**config.mk**
```make
export PLATFORM = sky130hd
export DESIGN_NAME = gpio_mmio
export DESIGN_NICKNAME = d
export VERILOG_FILES = /design/src/rtl/gpio_mmio.sv
export SDC_FILE = /design/constraint.sdc
export NUM_CORES = 1
export LEC_CHECK = 0
export ABC_CLOCK_PERIOD_IN_PS = 2300
export CAP_MARGIN = 20
export CORE_AREA = 8 8 109 111
export DETAILED_ROUTE_END_ITERATION = 16
export DIE_AREA = 0 0 117 119
export GPL_TIMING_DRIVEN = 0
export PLACE_DENSITY = 0.7
export SLEW_MARGIN = 30
export SYNTH_ARGS = -nofsm -noshare
export SYNTH_HDL_FRONTEND = slang
export SYNTH_SLANG_ARGS = --single-unit
```
**constraint.sdc**
```tcl
create_clock -name clk -period 2.3 [get_ports clk]
set_input_delay 0.46 -clock clk [delete_from_list [all_inputs] [get_ports clk]]
set_output_delay 0.46 -clock clk [all_outputs]
set_load 0.1 [all_outputs]
```
**src/rtl/gpio_mmio.sv**
```systemverilog
// gpio_mmio: memory-mapped GPIO for the Hack CPU data bus.
// WIDTH bidirectional pins with direction control, synchronised and debounced
// inputs, per-pin rising/falling edge capture with sticky W1C flags and a
// level interrupt.
//
// Ports:
//   clk, rstn      system clock, synchronous active-low reset
//   addr_r         read word address (combinational read path)
//   addr_w, wdata  write word address and data, qualified by we
//   rdata, hit_r   read data (0 outside the window) and window hit
//   pin_in         raw asynchronous pin levels
//   pin_out        OUT register
//   pin_oe         DIR register (1 = drive)
//   irq            registered OR of the EDGE flags
//
// Register map (word offset from BASE):
//   0 OUT R/W, 1 IN R, 2 DIR R/W, 3 EDGE R/W1C, 4 RISE_EN R/W, 5 FALL_EN R/W,
//   6/7 read 0.
module gpio_mmio #(
  parameter int unsigned WIDTH  = 8,
  parameter logic [15:0] BASE   = 16'h2000,
  parameter int unsigned DB_DIV = 100000
) (
  input  logic             clk,
  input  logic             rstn,
  input  logic [15:0]      addr_r,
  input  logic [15:0]      addr_w,
  input  logic [15:0]      wdata,
  input  logic             we,
  output logic [15:0]      rdata,
  output logic             hit_r,
  input  logic [WIDTH-1:0] pin_in,
  output logic [WIDTH-1:0] pin_out,
  output logic [WIDTH-1:0] pin_oe,
  output logic             irq
);

  localparam int unsigned CW = (DB_DIV > 1) ? $clog2(DB_DIV) : 1;

  localparam logic [2:0] OFF_OUT  = 3'd0;
  localparam logic [2:0] OFF_IN   = 3'd1;
  localparam logic [2:0] OFF_DIR  = 3'd2;
  localparam logic [2:0] OFF_EDGE = 3'd3;
  localparam logic [2:0] OFF_REN  = 3'd4;
  localparam logic [2:0] OFF_FEN  = 3'd5;

  logic [WIDTH-1:0] out_q, dir_q, edge_q, rise_en_q, fall_en_q;
  logic [WIDTH-1:0] sync1_q, sync2_q, samp_q, deb_q, deb_prev_q;
  logic [CW-1:0]    cnt_q;
  logic             irq_q;

  logic             wr;
  logic [2:0]       woff;
  logic [WIDTH-1:0] wval;
  logic             tick;
  logic [WIDTH-1:0] rise, fall, clr, edge_d, agree;

  // Upper write-data bits are architecturally ignored.
  logic unused_wdata;
  assign unused_wdata = ^wdata;

  // Write decode, prescaler tick and edge-flag next state.
  always_comb begin
    wr     = we && (addr_w[15:3] == BASE[15:3]);
    woff   = addr_w[2:0];
    wval   = wdata[WIDTH-1:0];
    tick   = (cnt_q == CW'(DB_DIV - 1));
    agree  = ~(sync2_q ^ samp_q);
    rise   = deb_q & ~deb_prev_q;
    fall   = ~deb_q & deb_prev_q;
    clr    = (wr && (woff == OFF_EDGE)) ? wval : '0;
    // Set terms are OR-ed after the clear so a simultaneous set wins.
    edge_d = (edge_q & ~clr) | (rise & rise_en_q) | (fall & fall_en_q);
  end

  // Input synchroniser, debounce prescaler and edge capture.
  always_ff @(posedge clk) begin
    if (!rstn) begin
      sync1_q    <= '0;
      sync2_q    <= '0;
      samp_q     <= '0;
      deb_q      <= '0;
      deb_prev_q <= '0;
      cnt_q      <= '0;
      edge_q     <= '0;
      irq_q      <= 1'b0;
    end else begin
      sync1_q    <= pin_in;
      sync2_q    <= sync1_q;
      cnt_q      <= tick ? '0 : cnt_q + CW'(1);
      if (tick) begin
        samp_q <= sync2_q;
        // Accept a level only once two consecutive tick samples match.
        deb_q  <= (deb_q & ~agree) | (sync2_q & agree);
      end
      deb_prev_q <= deb_q;
      edge_q     <= edge_d;
      irq_q      <= |edge_q;
    end
  end

  // Software-writable control registers.
  always_ff @(posedge clk) begin
    if (!rstn) begin
      out_q     <= '0;
      dir_q     <= '0;
      rise_en_q <= '0;
      fall_en_q <= '0;
    end else if (wr) begin
      case (woff)
        OFF_OUT: out_q     <= wval;
        OFF_DIR: dir_q     <= wval;
        OFF_REN: rise_en_q <= wval;
        OFF_FEN: fall_en_q <= wval;
        default: ;
      endcase
    end
  end

  // Zero-latency read mux, zero-extended, no side effects.
  always_comb begin
    hit_r = (addr_r[15:3] == BASE[15:3]);
    rdata = '0;
    if (hit_r) begin
      case (addr_r[2:0])
        OFF_OUT:  rdata = 16'(out_q);
        OFF_IN:   rdata = 16'(deb_q);
        OFF_DIR:  rdata = 16'(dir_q);
        OFF_EDGE: rdata = 16'(edge_q);
        OFF_REN:  rdata = 16'(rise_en_q);
        OFF_FEN:  rdata = 16'(fall_en_q);
        default:  rdata = '0;
      endcase
    end
  end

  assign pin_out = out_q;
  assign pin_oe  = dir_q;
  assign irq     = irq_q;

endmodule

```
==> metrics.yaml <==
run_status:
  status: "finished, final reports clean"
drt:
  wl_per_cell_um: 15.6
  postRouteAntennaNets: 0
  viasPerCell: 5.18
  totalWireLength_um: 11100
  drc: 0
  drtPass1Iterations: 4
  vias: 3677
  drt_iter0_markers: 239
worst_setup_path:
  cp_data_required_time_ps: 1840
  setup.worst_path.end_class: "primary output"
  r2r_cells: 7
  crit_cells: 1
  start_kind: "flop"
  path_delay_family: "buffers and inverters"
  cp_max_fo: 1
  cp.arrival_ps: 1790
  worstReg2RegStart: "cnt_q[0]$_SDFF_PP0_"
  critical_path_class: "reg -> out"
  cp.buffers_inverters: 1
  r2r_setup_slack_ps: 360
  crit_chain: "clkdlybuf4s50_1"
  crit_path_max_incr_delay_ps: 1120
  crit_slowest_cell: "clkdlybuf4s50_1"
sta:
  setup_viol: 0
  min_period_over_period_pct: 97.9
  min_period_ps: 2250
  fin_worst_skew_ps: 10.2
  slew_viol_final: 0
  fin_ws_ps: 48.8
  report.final.hold_viol_count: 0
  slew_headroom_pct: 34.9
  worst_pin_slew_ps: 981
  fmax_mhz: 444
global_route:
  grt_pass1_vias: 3568
  grt_overflow_total: 0
  track_usage_pct: 15.8
  grt_pass1_wl_um: 17700
  grt_max_degree: 17
  antenna_found_initial: 0
clock_tree:
  root_buffer: "clkbuf_8"
  clock_latency_ps: 350
  cts_sinks: 98
  clkTransAtPathRegs_ps: 90
  cts_hold_buf: 0
  cts_tree: "built"
  cts_setup_buffers: 0
  cts_buffers: 9
  max-clock-path-buffers: 2
  htree_levels: 3
finish:
  regArea_um2: 1970
  final_nets: 630
  largest_reg_flops: 17
  layout_commonest_cell: "dfxtp_1"
  mostFrequentLayoutCells: "dfxtp_1, nand2_1, mux2i_1"
  fillCellCount: 938
  num_antenna_cells: 0
  regMostFlops: "cnt_q"
  drive_gt1_share_pct: 17.8
  multiInputGateArea_um2: 2400
  area_growth_pct: 27.9
min_path:
  worstHoldStart: "sync1_q[4]$_SDFF_PN0_"
  holdPathStages: 1
  worstHoldEndpoint: "sync2_q[4]$_SDFF_PN0_"
  min_path_type: "reg -> reg"
synthesis:
  postSynthCellCount: 479
  synth_area_leaders: "dfxtp_1, mux2i_1, nand2_1, and2_1, mux2_2"
  syn_area_per_cell_um2: 9.33
  yosysTopAreaCell: "dfxtp_1"
  async_flop_share_pct: 0
  ys.flop_type: "dfxtp_1"
  ys_ff_latch: 98
  ys_warn_count: 0
  ys_types: 47
  synth_edf_count: 0
  synth_area_um2: 4470
  yosysTopAreaCellShare_pct: 43.9
  ys_seq_area_share_pct: 43.9
placement:
  place_ws_ps: -1400
  portBuffers: 73
  gp_congestion: 0.869
  hpwl_um: 8490
floorplan:
  die_h_um: 119
  dieArea_um2: 13900
  start_util_pct: 44.3
  dieWidth_um: 117
  ios: 93
  core_um2: 10100
  row_count: 37
power:
  power.leakage_nw: 2.29
  peakVddDrop_uv: 345
  power.total_mw: 3.11
  power_density_nw_per_um2: 545
run:
  maxCapViolations: 0
==> power breakdown <==
part | total [mW] | switching, mW | internal, mW
combinational | 0.296 | 0.172 | 0.123
clock | 1.09 | 0.594 | 0.501
sequential | 1.72 | 0.00989 | 1.71
==> cells in the mapped netlist, drive strengths merged (3+ instances only) <==
| cell type | instances |
|---|---|
| a22oi | 7 |
| nor4 | 12 |
| mux2i | 45 |
| dfxtp | 98 |
| o22ai | 11 |
| nand2 | 76 |
| xor2 | 3 |
| buf | 20 |
| nand4 | 11 |
| xnor2 | 11 |
| o211ai | 16 |
| mux2 | 11 |
| nor2 | 27 |
| o21ai | 11 |
| nor2b | 15 |
| and2 | 33 |
| nor4b | 4 |
| nand3 | 15 |
| nor3 | 10 |
| inv | 7 |
| clkbuf | 11 |
==> how the worst max path moves through the flow <==
stage / end / slack [ps] / start
after CTS: rdata[6] / -3 / addr_r[2]
after global placement: rdata[2] / -1410 / addr_r[2]
after detailed placement: rdata[2] / -1400 / addr_r[2]
after global routing: rdata[6] / -0.8 / addr_r[14]
final: irq / 50 / irq$_SDFF_PN0_
after floorplan: rdata[2] / -60 / pin_oe[2]$_SDFFE_PN0P_
==> what timing repair did <==
| action | 4_1_cts | 5_1_grt |
|---|---|---|
| setup endpoints to repair | 25 | 9 |
| pin swaps | 5 | 6 |
| gates resized for setup | 114 | 24 |
==> layout make-up <==
class	count	area share, %
Buffer	32	3.90
Clock buffer	9	2.17
Clock inverter	6	1.18
Inverter	7	0.460
Multi-Input combinational cell	349	41.9
Sequential cell	98	34.5
Tap cell	136	2.98
Timing Repair Buffer	73	12.9
==> cell families after synthesis <==
kind of cell,share of synthesized area [%]
flops,43.9
fa+ha+maj,0.280
other cells,0.0839
buf+inv,4.87
simple gates,26.4
xor+xnor,2.74
mux,12.9
compound gates,8.85
==> through the flow <==
step | setup TNS (ps) | util (%) | std cells | hold WS, ps | instance area, um^2
after floorplan | -80.2 | - | 486 | 412 | 4530
after global placement | -12290 | 53.9 | 695 | 415 | 5440
after detailed placement | -12830 | 53.9 | 695 | 419 | 5440
after CTS | -4.10 | 56.5 | 710 | 440 | 5700
after global routing | -0.805 | 56.6 | 710 | 459 | 5720
final | 0 | 56.6 | 710 | 434 | 5720
==> routing by layer <==
layer	wire length (um)	global-route usage, %	share of wire [%]
met1	5090	19.5	46
met2	5060	26.3	46
met3	752	3.13	6.8
met4	157	5.76	1.4
met5	0	0	0
No activity file was read; power rests on OpenSTA's default activity.
